File: src/rtl/gpio_pkg.sv
// Shared definitions for the port-0 GPIO input capture block.
package gpio_pkg;

  localparam int unsigned GPIO_WIDTH = 16;

  localparam logic [1:0] GPIO_IN_ADDR_LEVEL     = 2'd0;
  localparam logic [1:0] GPIO_IN_ADDR_EVENT     = 2'd1;
  localparam logic [1:0] GPIO_IN_ADDR_RISE_MASK = 2'd2;
  localparam logic [1:0] GPIO_IN_ADDR_FALL_MASK = 2'd3;

endpackage

File: src/rtl/gpio_p0_in_capture_if.sv
// CPU register bus for the GPIO input capture block.
interface gpio_p0_in_capture_if
  import gpio_pkg::*;
#(
  parameter int unsigned WIDTH = GPIO_WIDTH
);
  logic [1:0]       bus_addr;
  logic             bus_wr;
  logic [WIDTH-1:0] bus_wdata;
  logic             bus_rd;
  logic [WIDTH-1:0] bus_rdata;
  logic             bus_rd_valid;

  modport master (
    output bus_addr, bus_wr, bus_wdata, bus_rd,
    input  bus_rdata, bus_rd_valid
  );

  modport slave (
    input  bus_addr, bus_wr, bus_wdata, bus_rd,
    output bus_rdata, bus_rd_valid
  );
endinterface

File: src/rtl/gpio_in_debounce_bit.sv
// One GPIO input bit: 2-flop synchronizer followed by either a sampled
// debouncer (GPIO_IN_DEBOUNCE_EN defined) or a direct enabled level register.
module gpio_in_debounce_bit
`ifdef GPIO_IN_DEBOUNCE_EN
#(
  parameter int unsigned DB_SAMPLES = 3
)
`endif
(
  input  logic clk,
  input  logic rst,
  input  logic pin,
`ifdef GPIO_IN_DEBOUNCE_EN
  input  logic tick,
`endif
  input  logic en,
  output logic level
);

  logic sync_meta;
  logic sync_q;

  // Synchronizer runs regardless of enable.
  always_ff @(posedge clk) begin
    if (!rst) begin
      sync_meta <= 1'b0;
      sync_q    <= 1'b0;
    end else begin
      sync_meta <= pin;
      sync_q    <= sync_meta;
    end
  end

`ifdef GPIO_IN_DEBOUNCE_EN
  logic [DB_SAMPLES-1:0] hist;
  logic                  all_one;
  logic                  all_zero;

  assign all_one  = &hist;
  assign all_zero = ~|hist;

  // Shift the synchronized value into the history on each prescaler tick.
  always_ff @(posedge clk) begin
    if (!rst) begin
      hist <= '0;
    end else if (tick) begin
      hist <= {hist[DB_SAMPLES-2:0], sync_q};
    end
  end

  // Accept a new level only once the whole history agrees on it.
  always_ff @(posedge clk) begin
    if (!rst) begin
      level <= 1'b0;
    end else if (en && ((all_one && !level) || (all_zero && level))) begin
      level <= all_one;
    end
  end
`else
  // Without debouncing the level follows the synchronizer while enabled.
  always_ff @(posedge clk) begin
    if (!rst) begin
      level <= 1'b0;
    end else if (en) begin
      level <= sync_q;
    end
  end
`endif

endmodule

File: src/rtl/gpio_p0_in_capture.sv
// Port-0 GPIO input capture: per-bit sync/debounce, edge detection, sticky
// masked event flags, interrupt and a registered CPU register file.
// Optional macro GPIO_IN_DEBOUNCE_EN enables the prescaled debouncer.
module gpio_p0_in_capture
  import gpio_pkg::*;
#(
  parameter int unsigned WIDTH      = GPIO_WIDTH,
  parameter int unsigned DB_DIV     = 8,
  parameter int unsigned DB_SAMPLES = 3
) (
  input  logic                 clk,
  input  logic                 rst,
  input  logic [WIDTH-1:0]     GPIO_0_pins,
  input  logic                 GPIO_0_In_En,
  gpio_p0_in_capture_if.slave  bus,
  output logic                 GPIO_In_IRQ
);

  if (DB_DIV < 1 || DB_SAMPLES < 2 || DB_SAMPLES > 8) begin : g_bad_cfg
    $error("gpio_p0_in_capture: DB_DIV must be >=1 and DB_SAMPLES 2..8");
  end

  logic [WIDTH-1:0] level;
  logic [WIDTH-1:0] level_prev;
  logic [WIDTH-1:0] rise;
  logic [WIDTH-1:0] fall;
  logic [WIDTH-1:0] evt_flags;
  logic [WIDTH-1:0] evt_set;
  logic [WIDTH-1:0] evt_clr;
  logic [WIDTH-1:0] rise_mask;
  logic [WIDTH-1:0] fall_mask;
  logic [WIDTH-1:0] rd_mux;

`ifdef GPIO_IN_DEBOUNCE_EN
  localparam int unsigned CNT_W = (DB_DIV > 1) ? $clog2(DB_DIV) : 1;
  localparam logic [CNT_W-1:0] CNT_LAST = CNT_W'(DB_DIV - 1);

  logic [CNT_W-1:0] div_cnt;
  logic             tick;

  assign tick = GPIO_0_In_En && (div_cnt == CNT_LAST);

  // Shared debounce prescaler; holds while capture is disabled.
  always_ff @(posedge clk) begin
    if (!rst) begin
      div_cnt <= '0;
    end else if (GPIO_0_In_En) begin
      div_cnt <= tick ? '0 : div_cnt + 1'b1;
    end
  end

  for (genvar i = 0; i < WIDTH; i++) begin : g_bit
    gpio_in_debounce_bit #(.DB_SAMPLES(DB_SAMPLES)) u_bit (
      .clk   (clk),
      .rst   (rst),
      .pin   (GPIO_0_pins[i]),
      .tick  (tick),
      .en    (GPIO_0_In_En),
      .level (level[i])
    );
  end
`else
  for (genvar i = 0; i < WIDTH; i++) begin : g_bit
    gpio_in_debounce_bit u_bit (
      .clk   (clk),
      .rst   (rst),
      .pin   (GPIO_0_pins[i]),
      .en    (GPIO_0_In_En),
      .level (level[i])
    );
  end
`endif

  // Previous level, so edges pulse in the cycle the new level is visible.
  always_ff @(posedge clk) begin
    if (!rst) level_prev <= '0;
    else      level_prev <= level;
  end

  assign rise    = level & ~level_prev;
  assign fall    = ~level & level_prev;
  assign evt_set = (rise & rise_mask) | (fall & fall_mask);
  assign evt_clr = (bus.bus_wr && bus.bus_addr == GPIO_IN_ADDR_EVENT) ? bus.bus_wdata : '0;

  // Sticky event flags; a set in the same cycle as a W1C clear wins.
  always_ff @(posedge clk) begin
    if (!rst) evt_flags <= '0;
    else      evt_flags <= (evt_flags & ~evt_clr) | evt_set;
  end

  // Edge mask registers.
  always_ff @(posedge clk) begin
    if (!rst) begin
      rise_mask <= '0;
      fall_mask <= '0;
    end else if (bus.bus_wr) begin
      if (bus.bus_addr == GPIO_IN_ADDR_RISE_MASK) rise_mask <= bus.bus_wdata;
      if (bus.bus_addr == GPIO_IN_ADDR_FALL_MASK) fall_mask <= bus.bus_wdata;
    end
  end

  // Read select from current (pre-write) register contents.
  always_comb begin
    rd_mux = '0;
    case (bus.bus_addr)
      GPIO_IN_ADDR_LEVEL:     rd_mux = level;
      GPIO_IN_ADDR_EVENT:     rd_mux = evt_flags;
      GPIO_IN_ADDR_RISE_MASK: rd_mux = rise_mask;
      GPIO_IN_ADDR_FALL_MASK: rd_mux = fall_mask;
      default:                rd_mux = '0;
    endcase
  end

  // Registered read port and interrupt.
  always_ff @(posedge clk) begin
    if (!rst) begin
      bus.bus_rdata    <= '0;
      bus.bus_rd_valid <= 1'b0;
      GPIO_In_IRQ      <= 1'b0;
    end else begin
      if (bus.bus_rd) bus.bus_rdata <= rd_mux;
      bus.bus_rd_valid <= bus.bus_rd;
      GPIO_In_IRQ      <= |evt_flags;
    end
  end

endmodule
File: src/flat_wrapper.sv
// flat-port wrapper written by rule: the top's interface ports become plain ports
module gpio_p0_in_capture_flat import gpio_pkg::*;
#(
  parameter int unsigned WIDTH      = GPIO_WIDTH,
  parameter int unsigned DB_DIV     = 8,
  parameter int unsigned DB_SAMPLES = 3
)
  (clk, rst, GPIO_0_pins, GPIO_0_In_En, GPIO_In_IRQ, bus_bus_addr, bus_bus_wr, bus_bus_wdata, bus_bus_rd, bus_bus_rdata, bus_bus_rd_valid);
  gpio_p0_in_capture_if #(.WIDTH(WIDTH)) bus_i ();
  input  logic clk;
  input  logic rst;
  input  logic [WIDTH-1:0] GPIO_0_pins;
  input  logic GPIO_0_In_En;
  output logic GPIO_In_IRQ;
  input wire logic [$bits(bus_i.bus_addr)-1:0] bus_bus_addr;
  input wire logic [$bits(bus_i.bus_wr)-1:0] bus_bus_wr;
  input wire logic [$bits(bus_i.bus_wdata)-1:0] bus_bus_wdata;
  input wire logic [$bits(bus_i.bus_rd)-1:0] bus_bus_rd;
  output wire logic [$bits(bus_i.bus_rdata)-1:0] bus_bus_rdata;
  output wire logic [$bits(bus_i.bus_rd_valid)-1:0] bus_bus_rd_valid;
  assign bus_i.bus_addr = bus_bus_addr;
  assign bus_i.bus_wr = bus_bus_wr;
  assign bus_i.bus_wdata = bus_bus_wdata;
  assign bus_i.bus_rd = bus_bus_rd;
  assign bus_bus_rdata = bus_i.bus_rdata;
  assign bus_bus_rd_valid = bus_i.bus_rd_valid;
  gpio_p0_in_capture #(.WIDTH(WIDTH), .DB_DIV(DB_DIV), .DB_SAMPLES(DB_SAMPLES)) u_core (.clk(clk), .rst(rst), .GPIO_0_pins(GPIO_0_pins), .GPIO_0_In_En(GPIO_0_In_En), .bus(bus_i), .GPIO_In_IRQ(GPIO_In_IRQ));
endmodule
File: config.mk
export PLATFORM = sky130hd
export DESIGN_NAME = gpio_p0_in_capture_flat
export DESIGN_NICKNAME = d
export VERILOG_FILES = /design/src/rtl/gpio_pkg.sv /design/src/rtl/gpio_p0_in_capture_if.sv /design/src/rtl/gpio_in_debounce_bit.sv /design/src/rtl/gpio_p0_in_capture.sv /design/src/flat_wrapper.sv
export SDC_FILE = /design/constraint.sdc
export NUM_CORES = 1
export LEC_CHECK = 0
export ABC_AREA = 1
export CAP_MARGIN = 20
export CORE_AREA = 2 2 148 92
export CTS_CLUSTER_SIZE = 24
export DETAILED_ROUTE_END_ITERATION = 8
export DIE_AREA = 0 0 150 94
export GPL_TIMING_DRIVEN = 1
export PLACE_DENSITY = 0.61
export SLEW_MARGIN = 20
export SYNTH_ARGS = -nofsm -noshare
export SYNTH_HDL_FRONTEND = slang
export SYNTH_SLANG_ARGS = --single-unit
File: constraint.sdc
create_clock -name clk -period 3.2 [get_ports clk]
set_clock_uncertainty 0.1 [all_clocks]
set_input_delay 0.96 -clock clk [delete_from_list [all_inputs] [get_ports clk]]
set_output_delay 0.96 -clock clk [all_outputs]
set_load 0.005 [all_outputs]
# Yosys cells after proc, flatten, opt, wreduce, memory -nomap -nowiden
# Cells that the tools add are included.
# totals
ff_bits	130
wordCells	75
# op_classes
bitwise_logic	10
reduce_logical	5
muxes	2
eq_ne	3
# ops
operator	n
$and 16x16->16	5
$pmux 16 s4	1
$not 16->16	3
$or 16x16->16	2
$mux 16	1
$reduce_or 16->1	1
$eq 2x2->1 const B	2
$reduce_and 2->1	2
$eq 2x1->1 const B	1
$logic_not 2->1	1
$logic_and 1x1->1	1

# Longest topological paths before layout
# Gate-level depths: netlist of the first run.
# depth
depth_word	6
mapped_depth	9

# Cells and area by module
# A second synthesis of the first run with hierarchy kept.
# hier_totals
cells_unflattened	720
area_unflattened_um2	5161.2
# by_module_without_submodules
mod	area_each_um2	instances	cells_per_inst	seq_area_each_um2
gpio_p0_in_capture	3619.7	1	528	1641.6
gpio_in_debounce_bit	96.3	16	12	60.1

# Worst setup path after synthesis of the first run
# No wires, ideal clock.
# synth_timing
kind	input-to-reg
start	input bus_bus_addr[0]
end	register u_core.evt_flags[12]
arrival_ns	1.740
path_buffers	2
path_slack_ns	1.227
setup_ns	0.132
stages	7
cell_sequence	clkbuf_2 -> inv_1 -> nor2_4 -> buf_2 -> nand3_1 -> nand2_1 -> a21oi_1
# synth_between
elab_chain_cells	6
# synth_lines
item	line	source
from (decl)	flat_wrapper.sv:15	input wire logic [$bits(bus_i.bus_addr)-1:0] bus_bus_addr;
$eq 2x1->1	gpio_p0_in_capture.sv:83	assign evt_clr = (bus.bus_wr && bus.bus_addr == GPIO_IN_ADDR_EVENT) ? bus.bus_wdata : '0;
$logic_and 1x1->1	gpio_p0_in_capture.sv:83	
$mux 16	gpio_p0_in_capture.sv:83	
$not 16->16	gpio_p0_in_capture.sv:88	else evt_flags <= (evt_flags & ~evt_clr) | evt_set;
$and 16x16->16	gpio_p0_in_capture.sv:88	
$or 16x16->16	gpio_p0_in_capture.sv:88	
to (signal assigned)	gpio_p0_in_capture.sv:88	
to (decl)	gpio_p0_in_capture.sv:27	logic [WIDTH-1:0] evt_flags;
# No other way between the ends.
# A chain may end at the register's enable or synchronous reset.

# Worst setup path in the final report of the first run
# layout_timing
start	input bus_bus_addr[0]
end	register u_core.fall_mask[2]
# layout_between
elab_chain_cells	2
# layout_lines
item	line	source
$eq 2x2->1	gpio_p0_in_capture.sv:98	if (bus.bus_addr == GPIO_IN_ADDR_FALL_MASK) fall_mask <= bus.bus_wdata;
$reduce_and 2->1 (no line)	-	
to (signal assigned)	gpio_p0_in_capture.sv:98	
to (decl)	gpio_p0_in_capture.sv:31	logic [WIDTH-1:0] fall_mask;
# No other way between the ends.

==> results of run 1 <==
[cell type report]
| cell class | count | area (um^2) |
|---|---|---|
| Multi-Input combinational cell | 410 | 1870 |
| Tap cell | 170 | 213 |
| Sequential cell | 130 | 2600 |
| Fill cell | 1220 | 6320 |
| Timing Repair Buffer | 73 | 683 |
| Clock buffer | 20 | 467 |
| Inverter | 104 | 390 |
| Clock inverter | 12 | 106 |
[worst register-to-register path: cells and delay by family (launching register included)]
| family | cells | cell delay, ps |
|---|---|---|
| and+or+nand+nor | 4 | 540 |
| DFF | 1 | 330 |
[metrics by stage]
step           instance area [um^2]  power, W  util [%]  setup WS (ps)  cells
2_1_floorplan                  5030   0.00197         -           1230    681
3_3_place_gp                   5760   0.00213      45.5            491    887
3_5_place_dp                   5760   0.00213      45.5            416    887
4_1_cts                        6330   0.00399      50.0            853    919
5_1_grt                        6330   0.00412      50.0            657    919
6_report                       6330   0.00396      50.0            808    919
[cell families (layout without fill, tap and decap cells)]
family                 Yosys count  count (layout)
AO/OA/AOI/OAI                  162             162
AND/OR/NAND/NOR                248             248
buffers and inverters          141             209
flip-flops                     130             130
[power breakdown]
group          internal (W)  switching [W]
Clock               0.00113       0.000724
Sequential          0.00171      0.0000504
Combinational      0.000149       0.000197
[sequential cells by signal, indices dropped and copies added, names as in the netlist]
| register | cells |
|---|---|
| u_core.rise_mask | 16 |
| u_core.g_bit.u_bit.level | 16 |
| u_core.GPIO_In_IRQ | 1 |
| u_core.level_prev | 16 |
| u_core.evt_flags | 16 |
| u_core.g_bit.u_bit.sync_meta | 16 |
| u_core.fall_mask | 16 |
| u_core.bus.bus_rdata | 16 |
| u_core.bus.bus_rd_valid | 1 |
| u_core.g_bit.u_bit.sync_q | 16 |
[metal layers]
layer | vias to the layer above | GRT usage [%] | wire length (um)
li1 | 2267 | - | -
met1 | 2017 | 26.8 | 6210
met2 | 163 | 28.9 | 5530
met3 | 12 | 3.98 | 944
met4 | 0 | 7.63 | 112
met5 | - | 0 | 0
[worst min path at each step]
stage                                    end  slack, ps  cells past startpoint
2_1_floorplan   u_core.g_bit[0].u_bit.sync_q        290                      2
3_3_place_gp    u_core.g_bit[0].u_bit.sync_q        290                      2
3_5_place_dp   u_core.g_bit[10].u_bit.sync_q        290                      2
4_1_cts        u_core.g_bit[10].u_bit.sync_q        310                      2
5_1_grt         u_core.g_bit[8].u_bit.sync_q        320                      2
6_report       u_core.g_bit[10].u_bit.sync_q        310                      2
[layout by cell type (no fill, tap or decap), types with 2 or more instances in the layout]
cell type / n
nand4_1: 5
buf_4: 17
clkinvlp_4: 4
a21oi_1: 87
clkdlybuf4s50_1: 55
o21bai_1: 13
inv_6: 2
nor2_1: 23
clkinv_2: 4
clkbuf_8: 3
inv_1: 102
nand2_1: 161
nand3_1: 57
dfxtp_1: 130
clkbuf_16: 17
o21ai_0: 62
==> run_results.csv, run 1 <==
group,metric,value,unit
outcome,status,"finished clean",
drt,avgViaCountPerCell,4.85,
clock_network,htree_levels,4,
worst_setup_path,critPathMaxFanout,27,
logic_synthesis,synth.distinct_cells,17,
worst_setup_path,crit_type,"primary input to register",
timing,finalCriticalPeriod,2390,ps
clock_network,clkTransAtPathRegs,60,ps
clock_network,holdBufCountCts,0,
worst_setup_path,r2r_slack,2100,ps
logic_synthesis,syn-num-nets,720,
die,die_w,150,um
placement,hpwl,8330,um
clock_network,ctsResizeCount,0,
timing,tightestPinTransition,570,ps
logic_synthesis,avgSynthCellArea,7.38,um^2
clock_network,cts_buffers,17,
logic_synthesis,async_reset_ff_share,0,%
logic_synthesis,synth-main-ff-cell,"dfxtp_1",
pwr,p_per_area,625,mW/mm^2
timing,max_freq,418,MHz
worst_setup_path,cp.arrival,2570,ps
finish,n_antenna_cell,0,
drt,vias,4459,
die,initial_core_util,39.7,%
drt,drt_iter0_markers,363,
logic_synthesis,synthMuxAreaShare,0,%
logic_synthesis,ys_ff_latch,130,
finish,drive_gt1_share,7.08,%
logic_synthesis,synthXorXnorAreaFrac,0,%
clock_network,cts_tree,"yes",
worst_setup_path,path_delay_family,"buffers and inverters",
worst_setup_path,cp_num_cells,7,
worst_setup_path,critPathBufInv,3,
worst_setup_path,reg2reg_from,"u_core.evt_flags[10]",
worst_setup_path,ff2ff_path_depth,4,
worst_setup_path,worst_path_largest_cell_delay,480,ps
timing,holdWs,309,ps
drt,drt_pre_antenna_iters,5,
worst_setup_path,cp-start-kind,"primary input",
grt,grt_use_total,19.2,%
die,coreArea,0.0127,mm^2
logic_synthesis,yosys.area_share.simple,20.4,%
grt,antenna_found_initial,0,
logic_synthesis,synth_top_area_share,51.8,%
worst_setup_path,cp-startpoint,"bus_bus_addr[0]",
job,drv_cap,0,
worst_setup_path,crit_end,"u_core.fall_mask[2]",
drt,ant_nets,0,
grt,gr-total-overflow,0,
clock_network,root_buffer,"clkbuf_16",
finish,nets,775,
worst_hold_path,min-delay-start,"u_core.g_bit[10].u_bit.sync_meta",
drt,drc,0,
logic_synthesis,synth_adder_area_share,0,%
logic_synthesis,synth_most_common_cell,"nand2_1",
logic_synthesis,syn_area,0.00503,mm^2
timing,fin_crit_sh,74.7,%
pwr,p_leak,2.85,nW
die,chipHeight,94,um
worst_setup_path,cp.required,3370,ps
worst_setup_path,worstReg2RegEnd,"u_core.GPIO_In_IRQ",
timing,final-setup-viol-count,0,
logic_synthesis,synth_area_leaders,"dfxtp_1 52%, nand2_1 12%, a21oi_1 8.7%, inv_1 7.6%, o21ai_0 6.2%",
placement,io_buffers,56,
logic_synthesis,synth_common_cells,"161 x nand2_1, 130 x dfxtp_1, 102 x inv_1",
timing,maxSlewViolCount,0,
drt,routedWlPerCell,13.9,um
grt,grt_pass1_wl,20600,um
logic_synthesis,synth-seq-area-share,51.8,%
die,rows,32,
die,ios,57,
logic_synthesis,yosysTopAreaCell,"dfxtp_1",
logic_synthesis,yosys_warnings,0,
pwr,ir_worst_vdd,374,uV
logic_synthesis,syn_inst,681,
clock_network,clock_latency,410,ps
placement,routabilityCongestion,0.851,
timing,max_slew_margin,61.9,%
worst_setup_path,worst_path_max_delay_cell,"clkdlybuf4s50_1",
logic_synthesis,synth_top_family_by_area,"simple AND/OR/NAND/NOR gates",
timing,hold_viol_final,0,
grt,grt_max_degree,39,
clock_network,post_cts_buffers,0,
drt,drt-total-wl,12800,um
worst_setup_path,crit_path_end_kind,"register",
logic_synthesis,synth-compound-area-share,16.8,%
clock_network,clock_path_buffers,2,
timing,tns,0,ps
logic_synthesis,synth-edff-count,0,
worst_setup_path,crit_chain,"clkdlybuf4s50_1 > buf_4 > nand2_1 > inv_2 > nand2_2 > o21ai_0 > a21oi_1",
grt,grt_pass1_vias,4121,
finish,area_growth,25.9,%
clock_network,cts.sinks,130,
timing,rsz0062_at_grt,"no",
worst_hold_path,hp-class,"register to register",
die,die-area,0.0141,mm^2
No activity file was read; power rests on OpenSTA's default activity.
==> run 2, diff against run 1 <==
- clock period: 3.2 -> 2.29 ns (I/O delays scaled with it)
==> run 2 against run 1 <==
Effect of this change:
- sequential power up 39%
- register-to-register slack got worse by 910 ps
- die area stayed put
- highest routed layer unchanged
- sequential share of layout area shrank 1.4 points
- cell area rose by 3.6%
- via count increased by 1.1%
- power increased by 48%
- count of clock-buffer cells in the layout down 2
- largest cell class unchanged
==> run_results.csv, run 2 (synthesis results as in run 1) <==
group,metric,value,unit
die,initial_core_util,39.7,%
clock_network,cts_buffers,17,
worst_setup_path,path_delay_family,"buffers and inverters",
grt,gr-total-overflow,0,
worst_setup_path,crit_end,"bus_bus_rdata[0]",
drt,ant_nets,0,
grt,grt_pass1_wl,21300,um
clock_network,holdBufCountCts,0,
worst_setup_path,cp_num_cells,1,
grt,grt_use_total,20.0,%
worst_setup_path,cp-start-kind,"register",
grt,antenna_found_initial,0,
die,coreArea,0.0127,mm^2
timing,hold_viol_final,0,
pwr,ir_worst_vdd,416,uV
clock_network,cts_tree,"yes",
finish,fin_area,0.00656,mm^2
job,drv_cap,0,
timing,fin_crit_sh,90.4,%
worst_setup_path,worstReg2RegEnd,"u_core.GPIO_In_IRQ",
timing,final-setup-viol-count,0,
clock_network,root_buffer,"clkbuf_16",
clock_network,ctsResizeCount,0,
worst_setup_path,reg2reg_from,"u_core.evt_flags[10]",
timing,tightestPinTransition,470,ps
timing,maxSlewViolCount,0,
worst_setup_path,critPathMaxFanout,2,
drt,drt_iter0_markers,278,
worst_setup_path,worst_path_largest_cell_delay,520,ps
worst_setup_path,r2r_slack,1190,ps
finish,n_antenna_cell,0,
clock_network,cts.sinks,130,
drt,avgViaCountPerCell,4.82,
pwr,p_switching,0.00138,W
placement,hpwl,8970,um
clock_network,clock_path_buffers,2,
timing,finalCriticalPeriod,2070,ps
finish,nets,792,
clock_network,post_cts_buffers,0,
finish,fill_cells,1204,
die,die-area,0.0141,mm^2
worst_setup_path,cp.arrival,1280,ps
worst_setup_path,critPathBufInv,1,
timing,max_slew_margin,68.7,%
worst_setup_path,cp.required,1500,ps
finish,post-route-util,51.8,%
pwr,p_per_area,891,mW/mm^2
pwr,p_clk_share,49.1,%
worst_setup_path,ff2ff_path_depth,4,
pwr,p_sw_share,23.5,%
die,die_w,150,um
placement,routabilityCongestion,0.875,
drt,routedWlPerCell,14.1,um
grt,grt_pass1_vias,4229,
finish,drive_gt1_share,9.02,%
clock_network,clkTransAtPathRegs,60,ps
die,rows,32,
outcome,status,"finished clean",
clock_network,clock_latency,410,ps
drt,drc,0,
timing,rsz0062_at_grt,"no",
worst_setup_path,crit_path_end_kind,"output pin",
worst_hold_path,hp-class,"register to register",
finish,area_growth,30.4,%
finish,final_cell_mix,"161 x nand2_1, 130 x dfxtp_1, 102 x inv_1, 87 x a21oi_1, 62 x o21ai_0",
worst_setup_path,cp-startpoint,"u_core.bus.bus_rdata[0]",
placement,place_area,0.00593,mm^2
pwr,pwr-share-seq,42.0,%
drt,vias,4508,
die,ios,57,
worst_setup_path,crit_chain,"clkdlybuf4s50_1",
grt,grt_max_degree,39,
drt,drt_pre_antenna_iters,4,
die,chipHeight,94,um
drt,drt-total-wl,13200,um
worst_setup_path,crit_type,"register to output pin",
pwr,p_total,0.00584,W
placement,io_buffers,56,
timing,tns,0,ps
clock_network,htree_levels,4,
pwr,internal_power,0.00446,W
pwr,p_leak,2.97,nW
worst_setup_path,worst_path_max_delay_cell,"clkdlybuf4s50_1",
timing,max_freq,483,MHz
finish,mostFrequentLayoutCell,"nand2_1",
pwr,comb_power_share,8.9,%
-- run 2: area by class of cell --
type / count / area (um^2) / share of cell area [%]
repair buffers: 90 / 861 / 13.1
flip-flops and latches: 130 / 2600 / 39.7
inverters: 104 / 390 / 5.95
multi-input cells: 410 / 1870 / 28.5
clock buffers: 18 / 439 / 6.70
well taps: 170 / 213 / 3.24
clock inverters: 13 / 183 / 2.79
-- run 2: worst min-delay path by stage --
stage	start	slack, ps	depth (start not counted)	to
2_1_floorplan	u_core.g_bit[0].u_bit.sync_meta	290	2	u_core.g_bit[0].u_bit.sync_q
3_3_place_gp	u_core.g_bit[10].u_bit.sync_meta	290	2	u_core.g_bit[10].u_bit.sync_q
3_5_place_dp	u_core.g_bit[10].u_bit.sync_meta	300	2	u_core.g_bit[10].u_bit.sync_q
4_1_cts	u_core.g_bit[3].u_bit.sync_meta	310	2	u_core.g_bit[3].u_bit.sync_q
5_1_grt	u_core.g_bit[9].u_bit.sync_meta	330	2	u_core.g_bit[9].u_bit.sync_q
6_report	u_core.g_bit[3].u_bit.sync_meta	310	2	u_core.g_bit[3].u_bit.sync_q
-- run 2: stage by stage --
step | cells | hold slack, ps | setup WS (ps)
2_1_floorplan | 681 | 290 | 590
3_3_place_gp | 904 | 293 | 85.4
3_5_place_dp | 904 | 296 | 13.0
4_1_cts | 935 | 311 | 206
5_1_grt | 935 | 326 | 171
6_report | 935 | 309 | 221
-- run 2: power groups by stage --
stage          registers, W  clock network [W]  logic [W]
2_1_floorplan       0.00248                  0   0.000276
3_3_place_gp        0.00250                  0   0.000505
3_5_place_dp        0.00250                  0   0.000518
4_1_cts             0.00245            0.00291   0.000521
5_1_grt             0.00247            0.00301   0.000580
6_report            0.00245            0.00287   0.000519
-- run 2: metal layers --
layer	GRT usage, %	part of all wire, %
met1	27.3	49
met4	6.37	0.89
met2	31.3	43
met5	0	0
met3	4.51	6.8
==> run 3, diff against run 2 <==
- GPL_TIMING_DRIVEN: 1 -> 0
==> run 3 against run 2 <==
Effect of this change:
- flip-flop and latch count did not move
- non-clock buffer count rose by 1
- hold slack barely moved
- power fell by 6.3%
- die area did not move
- routed wire length rose by 17%
==> run_results.csv, run 3 (synthesis results as in run 1) <==
group,metric,value,unit
outcome,status,"finished clean",
die,coreArea,0.0127,mm^2
die,chipHeight,94,um
clock_network,cts_tree,"yes",
grt,antenna_found_initial,0,
drt,routedWlPerCell,16.5,um
job,drv_cap,0,
placement,hpwl,10400,um
drt,drt-total-wl,15400,um
clock_network,htree_levels,4,
timing,finalCriticalPeriod,2260,ps
timing,holdWs,309,ps
timing,max_slew_margin,54.0,%
finish,mostFrequentLayoutCell,"nand2_1",
die,ios,57,
worst_setup_path,r2r_slack,1170,ps
clock_network,clock_path_buffers,2,
timing,hold_viol_final,0,
finish,n_antenna_cell,0,
finish,fill_cells,1271,
placement,io_buffers,54,
drt,vias,4743,
drt,ant_nets,0,
timing,rsz0062_at_grt,"no",
grt,grt_pass1_wl,23500,um
finish,final_cell_mix,"161 x nand2_1, 130 x dfxtp_1, 102 x inv_1, 87 x a21oi_1, 62 x o21ai_0",
worst_setup_path,critPathMaxFanout,10,
worst_setup_path,path_delay_family,"buffers and inverters",
grt,grt_pass1_vias,4427,
pwr,comb_power_share,9.6,%
clock_network,post_cts_buffers,0,
drt,drc,0,
die,initial_core_util,39.7,%
worst_setup_path,crit_chain,"clkdlybuf4s50_1 > clkbuf_1 > clkbuf_2 > o21ai_0 > a21oi_1",
clock_network,holdBufCountCts,0,
worst_setup_path,worst_path_largest_cell_delay,510,ps
timing,fin_crit_sh,98.7,%
drt,avgViaCountPerCell,5.07,
finish,post-route-util,50.0,%
timing,tightestPinTransition,690,ps
pwr,p_leak,2.84,nW
grt,gr-total-overflow,0,
worst_setup_path,crit_type,"primary input to register",
pwr,p_clk_share,45.6,%
pwr,internal_power,0.00407,W
finish,area_growth,25.9,%
drt,drt_iter0_markers,503,
finish,nets,793,
timing,maxSlewViolCount,0,
finish,layout.area.seq,0.00260,mm^2
pwr,p_sw_share,25.7,%
pwr,p_switching,0.00141,W
worst_setup_path,cp.required,2530,ps
die,rows,32,
die,die-area,0.0141,mm^2
die,die_w,150,um
pwr,pwr-share-seq,44.8,%
grt,grt_use_total,22.5,%
worst_setup_path,cp-start-kind,"primary input",
timing,final-setup-viol-count,0,
clock_network,clock_latency,410,ps
pwr,p_per_area,865,mW/mm^2
worst_setup_path,critPathBufInv,3,
drt,drt_pre_antenna_iters,5,
worst_hold_path,hp-class,"register to register",
grt,grt_max_degree,17,
clock_network,cts.sinks,130,
pwr,ir_worst_vdd,663,uV
placement,routabilityCongestion,0.895,
finish,multi_input_area,0.00187,mm^2
finish,drive_gt1_share,7.05,%
timing,max_freq,442,MHz
clock_network,cts_buffers,17,
clock_network,root_buffer,"clkbuf_16",
worst_setup_path,crit_path_end_kind,"register",
worst_setup_path,worst_path_max_delay_cell,"clkdlybuf4s50_1",
worst_setup_path,cp.arrival,2500,ps
clock_network,clkTransAtPathRegs,50,ps
-- run 3: changes by cell type in the layout (fill, tap and decap cells not counted), sizes merged --
cell / before / now
clkinv: 4 / 7
clkdlybuf4s50: 55 / 54
buf: 35 / 13
bufinv: 4 / 1
clkinvlp: 4 / 6
inv: 105 / 104
clkbuf: 18 / 41
-- run 3: tightest hold or removal path, stage by stage (launching register included) --
cell     delay (ps)
dfxtp_1         300
nand2_1          40
inv_1            40
-- run 3: path summary, 6_finish.rpt --
| kind | start | end | cells past startpoint |
|---|---|---|---|
| setup / recovery | rst | u_core.g_bit[15].u_bit.level | 5 |
| hold / removal | u_core.g_bit[8].u_bit.sync_meta | u_core.g_bit[8].u_bit.sync_q | 2 |
| setup reg to reg | u_core.evt_flags[10] | u_core.GPIO_In_IRQ | 4 |
| hold reg to reg | u_core.g_bit[8].u_bit.sync_meta | u_core.g_bit[8].u_bit.sync_q | 2 |
-- run 3: metal layers --
| layer | track usage (%) | wire length [um] |
|---|---|---|
| met4 | 8.33 | 397 |
| met1 | 31.7 | 7060 |
| met3 | 5.05 | 1550 |
| met5 | 0 | 0 |
| met2 | 33.6 | 6390 |
-- run 3: area by class of cell --
| cell class | instances | area share, % |
|---|---|---|
| Sequential cell | 130 | 41.1 |
| Multi-Input combinational cell | 410 | 29.5 |
| Timing Repair Buffer | 54 | 8.54 |
| Clock buffer | 17 | 6.72 |
| Inverter | 104 | 6.17 |
| Tap cell | 170 | 3.36 |
| Buffer | 37 | 2.75 |
| Clock inverter | 14 | 1.86 |
-- run 3: what timing repair did --
item / CTS / global route
hold endpoints to repair: 0 / 0
cloned: 0 / 0
setup endpoints to repair: 5 / 25
gates resized for setup: 2 / 6
-- run 3: through the flow --
step	power, W	worst slack (ps)	setup TNS (ps)	cell area [um^2]	instances
after floorplan	0.00276	590	0	5030	681
after global placement	0.00299	-511	-23490	5780	905
after detailed placement	0.00301	-541	-25000	5780	905
after CTS	0.00547	39.0	0	6330	936
after global routing	0.00565	3.04	0	6330	936
final	0.00547	29.2	0	6330	936
-- run 3: power groups by stage --
stage | clock, W | sequential (W) | combinational (W)
2_1_floorplan | 0 | 0.00248 | 0.000276
3_3_place_gp | 0 | 0.00249 | 0.000502
3_5_place_dp | 0 | 0.00250 | 0.000513
4_1_cts | 0.00250 | 0.00245 | 0.000517
5_1_grt | 0.00262 | 0.00246 | 0.000571
6_report | 0.00250 | 0.00245 | 0.000525
